==> config.mk <==
export PLATFORM = sky130hd
export DESIGN_NAME = control_path_seq
export DESIGN_NICKNAME = d
export VERILOG_FILES = /design/src/rtl/control_pkg.sv /design/src/rtl/dwell_timer.sv /design/src/rtl/control_path_seq.sv
export SDC_FILE = /design/constraint.sdc
export NUM_CORES = 1
export LEC_CHECK = 0
export ABC_AREA = 1
export BUFFER_PORTS_ARGS = -buffer_cell sky130_fd_sc_hd__buf_2
export CORE_MARGIN = 4
export CORE_UTILIZATION = 48
export DETAILED_ROUTE_END_ITERATION = 12
export PLACE_DENSITY = 0.74
export SLEW_MARGIN = 40
export SYNTH_ARGS = -nofsm -noshare
export SYNTH_HDL_FRONTEND = slang
export SYNTH_SLANG_ARGS = --single-unit
==> constraint.sdc <==
create_clock -name clk -period 1.9 [get_ports clk]
set_clock_uncertainty 0.05 [all_clocks]
set_input_delay 0.095 -clock clk [delete_from_list [all_inputs] [get_ports clk]]
set_output_delay 0.095 -clock clk [all_outputs]
set_load 0.01 [all_outputs]
==> src/rtl/control_pkg.sv <==
`default_nettype none
// ============================================================================
// Module      : control_pkg
// Description : State, mode and y-select codes shared by the sequencing
//               control path.
// Revision    : 1.0
// ============================================================================
package control_pkg;

    typedef enum logic [3:0] {
        ST_OFF       = 4'd0,
        ST_LIST_WAIT = 4'd1,
        ST_CNT       = 4'd2,
        ST_UP_WAIT   = 4'd3,
        ST_SEQ_LOAD  = 4'd4,
        ST_SEQ_HOLD  = 4'd5,
        ST_SEQ_STEP  = 4'd6,
        ST_UP_STORE  = 4'd7,
        ST_UP_NEXT   = 4'd8,
        ST_UP_DEC    = 4'd9,
        ST_DONE      = 4'd10
    } state_t;

    localparam logic [1:0] MODE_OFF  = 2'd0;
    localparam logic [1:0] MODE_LIST = 2'd1;
    localparam logic [1:0] MODE_CNT  = 2'd2;
    localparam logic [1:0] MODE_UPD  = 2'd3;

    localparam logic [1:0] YSEL_NONE = 2'd0;
    localparam logic [1:0] YSEL_INC  = 2'd1;
    localparam logic [1:0] YSEL_UPD  = 2'd2;

endpackage
`default_nettype wire

==> src/rtl/dwell_timer.sv <==
`default_nettype none
// ============================================================================
// Module      : dwell_timer
// Description : Loadable down-counter with a zero flag for LIST dwell timing.
// Revision    : 1.0
// ============================================================================
module dwell_timer #(
    parameter int DWELL_W = 4
) (
    input  logic               clk,
    input  logic               rst,
    input  logic               load,
    input  logic [DWELL_W-1:0] load_val,
    input  logic               dec,
    output logic               zero
);

    logic [DWELL_W-1:0] r_count;

    always_ff @(posedge clk) begin
        if (rst) begin
            r_count <= '0;
        end else if (load) begin
            r_count <= load_val;
        end else if (dec && (r_count != '0)) begin
            r_count <= r_count - 1'b1;
        end
    end

    assign zero = (r_count == '0);

endmodule
`default_nettype wire

==> src/rtl/control_path_seq.sv <==
`default_nettype none
// ============================================================================
// Module      : control_path_seq
// Description : Mode FSM sequencing the s/y datapath: LIST countdown with
//               dwell, COUNT, atomic UPDATE, start-edge arming and done pulse.
// Revision    : 1.0
// ============================================================================
module control_path_seq
    import control_pkg::*;
#(
    parameter int STEP_W    = 3,
    parameter int SEQ_START = 6,
    parameter int SEQ_DEC   = 2,
    parameter int SEQ_STEPS = 4,
    parameter int DWELL     = 3,
    parameter int DWELL_W   = 4
) (
    input  logic              clk,
    input  logic              rst,
    input  logic [1:0]        on,
    input  logic              start,
    input  logic              y_inc,
    output logic [1:0]        regime,
    output logic              active,
    output logic [1:0]        y_select_next,
    output logic [STEP_W-1:0] s_step,
    output logic              y_en,
    output logic              s_en,
    output logic              y_store_x,
    output logic              s_add,
    output logic              s_zero,
    output logic [3:0]        real_state,
    output logic              done
);

    localparam int LEFT_W = (SEQ_STEPS > 1) ? $clog2(SEQ_STEPS) : 1;

    state_t            r_state;
    logic              r_start_q;
    logic [1:0]        r_regime;
    logic [LEFT_W-1:0] r_left;

    logic w_start_rise;
    logic w_list_abort;
    logic w_dwell_load;
    logic w_dwell_dec;
    logic w_dwell_zero;

    assign w_start_rise = start & ~r_start_q;
    assign w_list_abort = ~start | (on != MODE_LIST);
    assign w_dwell_load = (r_state == ST_SEQ_LOAD) || (r_state == ST_SEQ_STEP);
    assign w_dwell_dec  = (r_state == ST_SEQ_HOLD);

    dwell_timer #(
        .DWELL_W (DWELL_W)
    ) u_dwell (
        .clk      (clk),
        .rst      (rst),
        .load     (w_dwell_load),
        .load_val (DWELL_W'(DWELL)),
        .dec      (w_dwell_dec),
        .zero     (w_dwell_zero)
    );

    always_ff @(posedge clk) begin
        if (rst) begin
            r_state   <= ST_OFF;
            r_start_q <= 1'b0;
            r_regime  <= MODE_OFF;
            r_left    <= '0;
        end else begin
            r_start_q <= start;
            case (r_state)
                ST_OFF: begin
                    r_regime <= on;
                    case (on)
                        MODE_LIST: r_state <= ST_LIST_WAIT;
                        MODE_CNT:  r_state <= ST_CNT;
                        MODE_UPD:  r_state <= ST_UP_WAIT;
                        default:   r_state <= ST_OFF;
                    endcase
                end
                ST_LIST_WAIT: begin
                    if (on != r_regime)    r_state <= ST_OFF;
                    else if (w_start_rise) r_state <= ST_SEQ_LOAD;
                end
                ST_UP_WAIT: begin
                    if (on != r_regime)    r_state <= ST_OFF;
                    else if (w_start_rise) r_state <= ST_UP_STORE;
                end
                ST_SEQ_LOAD: begin
                    r_left  <= LEFT_W'(SEQ_STEPS - 1);
                    r_state <= w_list_abort ? ST_OFF : ST_SEQ_HOLD;
                end
                // Abort takes priority over dwell expiry.
                ST_SEQ_HOLD: begin
                    if (w_list_abort)      r_state <= ST_OFF;
                    else if (w_dwell_zero) r_state <= (r_left == '0) ? ST_DONE : ST_SEQ_STEP;
                end
                ST_SEQ_STEP: begin
                    r_left  <= r_left - 1'b1;
                    r_state <= w_list_abort ? ST_OFF : ST_SEQ_HOLD;
                end
                ST_CNT: begin
                    if (on != MODE_CNT) r_state <= ST_OFF;
                end
                ST_UP_STORE: r_state <= ST_UP_NEXT;
                ST_UP_NEXT:  r_state <= ST_UP_DEC;
                ST_UP_DEC:   r_state <= ST_DONE;
                ST_DONE:     r_state <= ST_OFF;
                default:     r_state <= ST_OFF;
            endcase
        end
    end

    // Moore decode of the state register; COUNT also follows start/y_inc directly.
    always_comb begin
        active        = 1'b0;
        y_select_next = YSEL_NONE;
        s_step        = '0;
        y_en          = 1'b0;
        s_en          = 1'b0;
        y_store_x     = 1'b0;
        s_add         = 1'b0;
        s_zero        = 1'b0;
        done          = 1'b0;
        case (r_state)
            ST_SEQ_LOAD: begin
                active = 1'b1;
                s_en   = 1'b1;
                s_zero = 1'b1;
                s_add  = 1'b1;
                s_step = STEP_W'(SEQ_START);
            end
            ST_SEQ_HOLD: active = 1'b1;
            ST_SEQ_STEP: begin
                active = 1'b1;
                s_en   = 1'b1;
                s_step = STEP_W'(SEQ_DEC);
            end
            ST_CNT: begin
                s_en          = start;
                s_add         = start;
                s_step        = start ? STEP_W'(1) : '0;
                y_en          = start & y_inc;
                y_select_next = start ? YSEL_INC : YSEL_NONE;
            end
            ST_UP_STORE: begin
                y_en      = 1'b1;
                y_store_x = 1'b1;
            end
            ST_UP_NEXT: begin
                y_en          = 1'b1;
                y_select_next = YSEL_UPD;
            end
            ST_UP_DEC: begin
                s_en   = 1'b1;
                s_step = STEP_W'(1);
            end
            ST_DONE: done = 1'b1;
            default: ;
        endcase
    end

    assign regime     = (r_state == ST_OFF) ? MODE_OFF : r_regime;
    assign real_state = r_state;

endmodule
`default_nettype wire
==> implementation parameters, run 1 <==
Parameter                              Value

Status
  Outcome ... completed

Job
  Max-cap violations ... 0

Clocking
  Worst-case clock buffer depth ... 2
  Inserted Clock Buffers ... 3
  Number of clock sinks ... 13
  Clock latency of the later-clocked register in the worst-skew pair ... 0.28 ns
  CTS hold repair buffers ... 0
  CTS tree ... yes
  Resized cells post-CTS ... 0
  Master cell of the clock root buffer ... sky130_fd_sc_hd__clkbuf_4
  Number of buffers inserted to repair setup after CTS ... 0
  CTS HTree Levels ... 1
  Clock edge transition at the registers on the reported setup and hold paths ... 0.08 ns

Synthesis
  Mux contribution to synthesized area ... 0
  Number of synthesized register bits ... 13
  Fraction of post-synthesis cell area in the top cell type by area ... 0.302
  Gate count of the mapped netlist ... approximately 140
  Syn nets ... roughly 150
  Largest family of logic cells by synthesized area ... simple AND/OR/NAND/NOR gates
  Count of yosys warnings during synthesis ... 0
  Avg Synthesized Cell Area ... 6.11 sq um
  Cell taking the most area after synthesis ... sky130_fd_sc_hd__dfxtp_1
  Yosys cell types ... 19
  Compound-Gate Fraction of Synth Area ... 0.102
  Adder-cell area share of the yosys netlist ... 0.0290
  Synth Area in Simple Gates ... 0.437
  Xor-xnor portion of the synthesized cell area ... 0
  Part of the Yosys area used for sequential elements ... 0.302
  Largest cells by area after synthesis ... sky130_fd_sc_hd__dfxtp_1 30%, sky130_fd_sc_hd__nand2_1 14%, sky130_fd_sc_hd__inv_1 10%, sky130_fd_sc_hd__nor2_1 9.1%, sky130_fd_sc_hd__nor2_2 5.1%
  Cell area after technology mapping ... 862 sq um

Die
  Initial Util ... 0.505
  Die Span X ... ~50 um
  Row count ... 15
  Die footprint ... roughly 2500 sq um
  Vertical extent of the die ... 50.4 um
  Io pins ... 24
  Area of the placeable core ... 1710 sq um

Timing
  Setup repair after global routing missed its margin ... no
  Number of pins exceeding their max-slew limit in the final report ... 0
  Final setup TNS ... 0 ns
  Final hold vios ... 0
  Relative slew margins ... 0.793
  Final period util ... 0.877
  Peak clock frequency supported by timing ... 0.600 GHz
  Time the final worst path needs with I/O delays and setup ... approximately 1.7 ns
  Total of endpoints with negative setup slack in the final report ... 0
  Slew @ Worst Pin ... 0.309 ns

Critical path
  Largest driver fanout on the critical path ... 7
  Setup Crit Path Kind ... reg2out
  Data arrival, critical path ... 1.52 ns
  Kind of start point of the critical path ... register
  Crit path capture type ... output port
  Worst Reg2Reg Path Length in Cells ... 7
  Required time of the critical path ... approximately 1.8 ns

Hold path
  Hold path cells ... 3
  Hold WC Path Type ... in2reg

Pwr
  Power per Cell Area ... 661 nW/um^2
  Leakage ... 0.554 nW
  Worst VDD drop ... roughly 0.00044 V
  Final total power ... a little under 0.0007 W

Place
  Placed cell areas ... about 1000 sq um
  Placed instance count ... 188
  IO buf count ... 23
  HPWL after DPL ... 1.71 mm
  Routability congestion estimate from global placement ... around 0.87

Detailed routing
  Post-detailed-route DRC marker count ... 0
  Number of violations reported at the end of detailed-routing iteration 0 ... 25
  Number of nets with antenna violations after routing ... 0
  Vias ... slightly above 900
  Total routed wirelength ... 2.10 mm
  TritonRoute pass-1 iters ... 4
  Routed WL per cell ... 10.9 um
  Drt via density ... ~4.9

GRT
  Final global-route overflow total ... 0
  Wire length of the first global-routing pass ... 3.57 mm
  Pin count of the biggest net entering global routing ... 9
  Global-route usage over all layers ... 0.182
  Vias in the first global route ... 843
  Initial antenna violation count ... 0

Finish
  Final non-filler cell total ... 192
  Layout Nets ... 176
  Area grow syn2layout ... 19.2%
  Filler cell count ... between 150 and 200
  Number of antenna cells inserted ... 0
  Share of final-layout standard cells stronger than drive strength 1 ... 0.275
  Post-layout instance area ... 1030 sq um
## cell type report
class / count / area, sq um / area share
timing repair buffer: 23 / 115 / 0.112
multi-input combinational: 99 / 489 / 0.476
clock buffer: 4 / 26.3 / 0.0256
sequential: 13 / 260 / 0.253
inverter: 28 / 105 / 0.102
tap: 25 / 31.3 / 0.0305
## sequential cells by signal, indices dropped and copies added, names as in the netlist
name and count:
r_start_q 1, r_left 2, u_dwell.r_count 4, r_regime 2, real_state 4
## per-layer routing
layer	share of wire	up-vias	wire length, um	GRT usage
met5	0	-	0	0
met1	0.45	415	940	0.218
met2	0.48	27	1010	0.300
met3	0.050	5	104	0.0445
li1	-	485	-	-
met4	0.018	0	38	0.0897
## worst max-delay path, cell delays in order (launching register included)
cell and delay (ns):
sky130_fd_sc_hd__dfxtp_1 0.50, sky130_fd_sc_hd__nand3_1 0.20, sky130_fd_sc_hd__nor2_1 0.21, sky130_fd_sc_hd__inv_1 0.10, sky130_fd_sc_hd__o21ai_0 0.08, sky130_fd_sc_hd__buf_2 0.15
## per-stage QoR
step | worst slack, ns | utilization | hold WS [ns]
6_report | 0.235 | 0.601 | 0.0125
4_1_cts | 0.240 | 0.601 | 0.0107
3_3_place_gp | 0.533 | 0.586 | 0.296
2_1_floorplan | 0.589 | - | 0.114
3_5_place_dp | 0.532 | 0.586 | 0.309
5_1_grt | 0.0683 | 0.601 | 0.0201
## worst paths after layout
| path | slack, ns | start | endpoint |
|---|---|---|---|
| worst min register to register | 0.43 | r_left[0] | r_left[0] |
| worst max-delay path | 0.23 | real_state[1] | s_add |
| worst max register to register | 0.53 | real_state[1] | real_state[3] |
| worst min-delay path | 0.01 | start | r_start_q |
## cells by family after synthesis
family                     Yosys count
and+or+nand+nor                     80
AOI/OAI and AO/OA                   17
DFF                                 13
adders and majority gates            2
buffers and inverters               29
## synthesized netlist by cell type (all sizes together)
cell,n
nor2,31
nand4,2
a21oi,6
nand3,7
a31oi,2
nand2,37
dfxtp,13
nor3,2
ha,2
o21ai,9
or2,1
inv,28
buf,1
## where the power goes
group / internal, W / leakage, nW / switching (W) / total, W
sequential: 0.000292 / 0.106 / 0.0000205 / 0.000312
combinational: 0.0000677 / 0.433 / 0.000125 / 0.000192
clock: 0.0000815 / 0.0150 / 0.0000930 / 0.000175
total: 0.000441 / 0.554 / 0.000238 / 0.000679
## cells in the final DEF, fill, tap and decap left out
| master | n |
|---|---|
| sky130_fd_sc_hd__inv_2 | 4 |
| sky130_fd_sc_hd__nor2_4 | 3 |
| sky130_fd_sc_hd__nand3_1 | 7 |
| sky130_fd_sc_hd__or2_2 | 1 |
| sky130_fd_sc_hd__dfxtp_1 | 13 |
| sky130_fd_sc_hd__nor2_1 | 21 |
| sky130_fd_sc_hd__nor3_1 | 2 |
| sky130_fd_sc_hd__o21ai_0 | 6 |
| sky130_fd_sc_hd__o21ai_1 | 3 |
| sky130_fd_sc_hd__nand2_1 | 32 |
| sky130_fd_sc_hd__nor2_2 | 7 |
| sky130_fd_sc_hd__a21oi_1 | 6 |
| sky130_fd_sc_hd__buf_2 | 23 |
| sky130_fd_sc_hd__inv_1 | 24 |
| sky130_fd_sc_hd__ha_1 | 2 |
| sky130_fd_sc_hd__a31oi_1 | 2 |
| sky130_fd_sc_hd__nand4_1 | 2 |
| sky130_fd_sc_hd__clkbuf_1 | 1 |
| sky130_fd_sc_hd__clkbuf_4 | 3 |
| sky130_fd_sc_hd__nand2_4 | 1 |
| sky130_fd_sc_hd__nand2_2 | 4 |
Note: power is estimated with default switching activity, not from simulation.
==> run 2: changes to the inputs <==
Settings changed: BUFFER_PORTS_ARGS -buffer_cell sky130_fd_sc_hd__buf_2 to not set, DONT_BUFFER_PORTS set to 1, PLACE_DENSITY 0.74 to not set, TNS_END_PERCENT set to 20.
==> implementation parameters, run 2 (same netlist as run 1, synthesis figures left out) <==
Parameter                              Value

Job
  Max-cap violations ... 0

Die
  Vertical extent of the die ... 50.4 um
  Row count ... 15
  Die footprint ... roughly 2500 sq um
  Area of the placeable core ... 1710 sq um
  Io pins ... 24
  Die Span X ... approximately 50 um
  Initial Util ... 0.505

Finish
  Filler cell count ... 173
  Post-layout instance area ... 963 sq um
  Area of the multi-input gates ... about 500 sq um
  Final non-filler cell total ... 174
  Area grow syn2layout ... 11.8%
  Commonest non-fill, non-tap cell in the layout ... sky130_fd_sc_hd__nand2_1
  Area of all sequential standard cells ... 262 sq um
  Layout Nets ... between 150 and 200
  Commonest cells after routing, fill and taps aside ... 32 x sky130_fd_sc_hd__nand2_1, 24 x sky130_fd_sc_hd__inv_1, 20 x sky130_fd_sc_hd__nor2_1, 12 x sky130_fd_sc_hd__dfxtp_1, 8 x sky130_fd_sc_hd__nor2_2
  Share of final-layout standard cells stronger than drive strength 1 ... 0.174
  Number of antenna cells inserted ... 0

Critical path
  Setup Crit Path Kind ... reg2out
  Series of cell instances along the critical path ... nor2_1, nand3_1, nor2_2, inv_1, o21ai_0
  Largest driver fanout on the critical path ... 5
  Required time of the critical path ... about 1.8 ns
  Highest cell delay on the worst timing path ... 0.39 ns
  Buffers plus inverters on the worst setup path ... 1
  Slowest CP cell ... sky130_fd_sc_hd__dfxtp_1
  Family with the most delay on the worst path ... simple AND/OR/NAND/NOR gates
  Worst R2R Start ... real_state[0]
  Data arrival, critical path ... 1.50 ns
  Minimum setup slack among reg-to-reg paths ... roughly 0.51 ns
  Kind of start point of the critical path ... register
  Crit path capture type ... output port
  Capture instance of the worst register-to-register path ... real_state[3]
  Worst Reg2Reg Path Length in Cells ... 7

Status
  Outcome ... completed

Hold path
  Hold WC Path Type ... in2reg
  Startpoint of the most critical hold path ... rst
  Hold path cells ... 3
  Hold-critical path endpoint ... real_state[1]

Timing
  Slew @ Worst Pin ... between 0.3 and 0.4 ns
  Total of endpoints with negative setup slack in the final report ... 0
  Post-Route Hold Slack ... 0.0140 ns
  Setup repair after global routing missed its margin ... no
  Number of pins exceeding their max-slew limit in the final report ... 0
  Final setup TNS ... 0 ns
  Peak clock frequency supported by timing ... 0.607 GHz
  Relative slew margins ... 0.759
  Crit path setup slack, layout ... between 0.2 and 0.3 ns
  Final period util ... 0.867
  Time the final worst path needs with I/O delays and setup ... approximately 1.6 ns
  Final hold vios ... 0

Place
  Placed instance count ... 166
  Worst setup slack after placement ... 0.365 ns
  Routability congestion estimate from global placement ... 0.878
  IO buf count ... 0
  Placed cell areas ... 893 sq um
  HPWL after DPL ... between 1.5 and 2 mm

Detailed routing
  Number of nets with antenna violations after routing ... 0
  Number of violations reported at the end of detailed-routing iteration 0 ... 6
  Routed WL per cell ... around 12 um
  Drt via density ... 4.83
  Total routed wirelength ... 2.02 mm
  TritonRoute pass-1 iters ... 3
  Post-detailed-route DRC marker count ... 0
  Vias ... 840

Clocking
  Clock latency of the later-clocked register in the worst-skew pair ... between 0.2 and 0.3 ns
  Number of clock sinks ... 13
  Worst-case clock buffer depth ... 2
  Inserted Clock Buffers ... 3
  CTS tree ... yes
  Master cell of the clock root buffer ... sky130_fd_sc_hd__clkbuf_4
  Clock edge transition at the registers on the reported setup and hold paths ... 0.09 ns
  CTS HTree Levels ... 1

GRT
  Pin count of the biggest net entering global routing ... 8
  Wire length of the first global-routing pass ... 3.51 mm
  Global-route usage over all layers ... 0.178
  Final global-route overflow total ... 0
  Initial antenna violation count ... 0
  Vias in the first global route ... 828

Pwr
  Leakage ... 0.459 nW
  Power per Cell Area ... 683 nW/um^2
  Worst VDD drop ... roughly 0.00044 V
[run 2: cell types whose count changed in the layout (fill, tap and decap cells not counted)]
cell	previous run	this run
sky130_fd_sc_hd__buf_4	0	1
sky130_fd_sc_hd__nor2_2	7	8
sky130_fd_sc_hd__dlygate4sd3_1	0	4
sky130_fd_sc_hd__dfxtp_1	13	12
sky130_fd_sc_hd__dfxtp_2	0	1
sky130_fd_sc_hd__buf_2	23	0
sky130_fd_sc_hd__nor2_1	21	20
[run 2: worst max-delay path by stage]
stage	startpoint	to	slack (ns)	depth (start not counted)
2_1_floorplan	real_state[1]	s_add	0.59	4
3_3_place_gp	real_state[1]	s_add	0.40	4
3_5_place_dp	real_state[1]	s_add	0.36	4
4_1_cts	real_state[1]	s_add	0.05	4
5_1_grt	real_state[3]	s_add	0.10	5
6_report	real_state[3]	s_add	0.25	5
[run 2: repair_timing]
item / CTS / global route
resized for setup: 0 / 2
hold endpoints to repair: 5 / 0
hold buffers: 4 / 0
buffers inserted: 0 / 0
setup endpoints to repair: 0 / 3
[run 2: cell type report]
type	count	area share
Timing Repair Buffer	5	0.0494
Multi-Input combinational cell	99	0.510
Clock buffer	4	0.0273
Tap cell	25	0.0325
Sequential cell	13	0.271
Inverter	28	0.109
[run 2: stage by stage]
stage	util	total power (W)
final	0.564	0.000658
after detailed placement	0.523	0.000482
after floorplan	-	0.000449
after CTS	0.562	0.000664
after global routing	0.564	0.000706
after global placement	0.523	0.000478
[run 2: worst reg2reg max path, stage by stage, from the launching register on]
cell                      delay [ns]
sky130_fd_sc_hd__dfxtp_1        0.50
sky130_fd_sc_hd__inv_2          0.12
sky130_fd_sc_hd__nand2_2        0.13
sky130_fd_sc_hd__nor2_2         0.08
sky130_fd_sc_hd__nor2_1         0.15
sky130_fd_sc_hd__nand2_1        0.08
sky130_fd_sc_hd__a21oi_1        0.12
sky130_fd_sc_hd__nor3_1         0.05
[run 2: metal layers]
metal	wire (um)	vias to the layer above	GRT usage	part of all wire
met5	0	-	0	0
met4	26	0	0.0538	0.013
met3	121	4	0.0445	0.060
met2	921	18	0.304	0.46
met1	948	369	0.219	0.47
li1	-	449	-	-
[run 2: report_power, final]
| group | internal, W | switching (W) | total [W] |
|---|---|---|---|
| Sequential | 0.000292 | 0.0000243 | 0.000316 |
| Combinational | 0.0000550 | 0.000112 | 0.000167 |
| Clock | 0.0000813 | 0.0000934 | 0.000175 |
==> run 3: changes to the inputs <==
Settings changed: CORE_AREA set to 4 4 41 43, CORE_MARGIN 4 to not set, CORE_UTILIZATION 48 to not set, CTS_BUF_LIST set to sky130_fd_sc_hd__clkbuf_4 sky130_fd_sc_hd__clkbuf_8, DIE_AREA set to 0 0 45 47, PLACE_DENSITY set to 0.81.
==> implementation parameters, run 3 (same netlist as run 1, synthesis figures left out) <==
Parameter                              Value

Die
  Area of the placeable core ... ~1300 sq um
  Row count ... 13
  Die footprint ... between 2000 and 2500 sq um
  Io pins ... 24
  Initial Util ... 0.663
  Die Span X ... between 40 and 50 um
  Vertical extent of the die ... 47 um

Finish
  Number of antenna cells inserted ... 0
  Area of the multi-input gates ... 489 sq um
  Layout Nets ... 157
  Area of all sequential standard cells ... 260 sq um
  Commonest non-fill, non-tap cell in the layout ... sky130_fd_sc_hd__nand2_1
  Filler cell count ... 108
  Share of final-layout standard cells stronger than drive strength 1 ... 0.162
  Commonest cells after routing, fill and taps aside ... 32 x sky130_fd_sc_hd__nand2_1, 24 x sky130_fd_sc_hd__inv_1, 21 x sky130_fd_sc_hd__nor2_1, 13 x sky130_fd_sc_hd__dfxtp_1
  Share of the core filled with cells in the final layout ... 0.725
  Area grow syn2layout ... 9.43%

Clocking
  Clock edge transition at the registers on the reported setup and hold paths ... 0.07 ns
  Resized cells post-CTS ... 0
  Worst-case clock buffer depth ... 2
  Number of buffers inserted to repair setup after CTS ... 0
  Inserted Clock Buffers ... 3
  CTS hold repair buffers ... 4
  CTS HTree Levels ... 1
  Clock latency of the later-clocked register in the worst-skew pair ... 0.27 ns
  CTS tree ... yes
  Number of clock sinks ... 13
  Master cell of the clock root buffer ... sky130_fd_sc_hd__clkbuf_4

Detailed routing
  TritonRoute pass-1 iters ... 6
  Routed WL per cell ... 11.5 um
  Number of nets with antenna violations after routing ... 0
  Drt via density ... 5.19
  Number of violations reported at the end of detailed-routing iteration 0 ... 14
  Total routed wirelength ... approximately 1.9 mm
  Vias ... 846
  Post-detailed-route DRC marker count ... 0

Status
  Outcome ... completed

GRT
  Final global-route overflow total ... 0
  Global-route usage over all layers ... 0.207
  Vias in the first global route ... between 700 and 800
  Wire length of the first global-routing pass ... 3.20 mm
  Pin count of the biggest net entering global routing ... 9
  Initial antenna violation count ... 0

Critical path
  Setup Crit Path Kind ... reg2out
  Worst R2R Start ... real_state[1]
  Minimum setup slack among reg-to-reg paths ... 0.45 ns
  Data arrival, critical path ... 1.64 ns
  Largest driver fanout on the critical path ... 7
  Crit path capture type ... output port
  Capture instance of the worst register-to-register path ... real_state[3]
  Required time of the critical path ... between 1.5 and 2 ns
  Kind of start point of the critical path ... register
  Worst Reg2Reg Path Length in Cells ... 7

Pwr
  Combinational share of power ... 0.247
  Worst VDD drop ... slightly below 0.0005 V
  Sequential share of power ... 0.476
  Leakage ... 0.457 nW
  Share of total power in the clock network ... 0.277
  Cell-internal power ... 0.000440 W
  Net switching power ... 0.000222 W
  Switching share of power ... 0.336
  Power per Cell Area ... 703 nW/um^2

Timing
  Final period util ... 0.938
  Final hold vios ... 0
  Number of pins exceeding their max-slew limit in the final report ... 0
  Slew @ Worst Pin ... 0.407 ns
  Time the final worst path needs with I/O delays and setup ... 1.78 ns
  Setup repair after global routing missed its margin ... no
  Relative slew margins ... 0.728
  Peak clock frequency supported by timing ... between 0.5 and 0.6 GHz
  Total of endpoints with negative setup slack in the final report ... 0
  Final setup TNS ... 0 ns

Hold path
  Hold-critical path endpoint ... real_state[2]
  Startpoint of the most critical hold path ... rst
  Hold path cells ... 3
  Hold WC Path Type ... in2reg

Place
  Routability congestion estimate from global placement ... around 0.91
  IO buf count ... 0
  HPWL after DPL ... 1.49 mm

Job
  Max-cap violations ... 0
## run 3: cell types whose count changed in the layout (fill, tap and decap cells not counted)
cell	change
sky130_fd_sc_hd__nor2_2	-1
sky130_fd_sc_hd__clkbuf_4	+1
sky130_fd_sc_hd__nor2_1	+1
sky130_fd_sc_hd__dfxtp_1	+1
sky130_fd_sc_hd__dfxtp_2	-1
sky130_fd_sc_hd__buf_4	-1
sky130_fd_sc_hd__clkbuf_1	-1
## run 3: metrics by stage
stage	instances	cell area, sq um	hold WS, ns	setup slack (ns)	total power, W
after floorplan	141	862	0.114	0.589	0.000449
after global placement	155	873	0.116	0.446	0.000473
after detailed placement	155	873	0.117	0.428	0.000477
after CTS	163	943	0.00612	0.118	0.000670
after global routing	163	943	0.0316	0.0237	0.000707
final	163	943	0.0149	0.117	0.000663
## run 3: worst max-delay path by stage
stage	startpoint	to	slack (ns)	cells past startpoint
after global routing	real_state[1]	s_add	0.02	4
after CTS	real_state[1]	s_add	0.12	4
final	real_state[1]	s_add	0.12	4
after detailed placement	real_state[1]	s_add	0.43	4
after floorplan	real_state[1]	s_add	0.59	4
after global placement	real_state[1]	s_add	0.45	4
## run 3: final cells by class
| cell class | count | area share |
|---|---|---|
| inverter | 28 | 0.111 |
| clock buffer | 4 | 0.0318 |
| tap | 15 | 0.0199 |
| multi-input combinational | 99 | 0.519 |
| sequential | 13 | 0.276 |
| timing repair buffer | 4 | 0.0424 |
## run 3: routing by layer
metal	up-vias	GRT usage	routed length, um
met1	359	0.255	855
met4	0	0.0819	33
li1	446	-	-
met2	35	0.339	822
met3	6	0.0651	170
met5	-	0	0
## run 3: worst max-delay path, stage by stage (launching register included)
cell	delay [ns]
sky130_fd_sc_hd__dfxtp_1	0.56
sky130_fd_sc_hd__nand3_1	0.20
sky130_fd_sc_hd__nor2_1	0.30
sky130_fd_sc_hd__inv_1	0.13
sky130_fd_sc_hd__o21ai_0	0.17
## run 3: power groups by stage
stage	sequential, W	clock [W]	combinational (W)
3_5_place_dp	0.000322	0	0.000154
5_1_grt	0.000319	0.000203	0.000185
3_3_place_gp	0.000321	0	0.000152
2_1_floorplan	0.000317	0	0.000131
6_report	0.000316	0.000183	0.000164
4_1_cts	0.000316	0.000191	0.000163
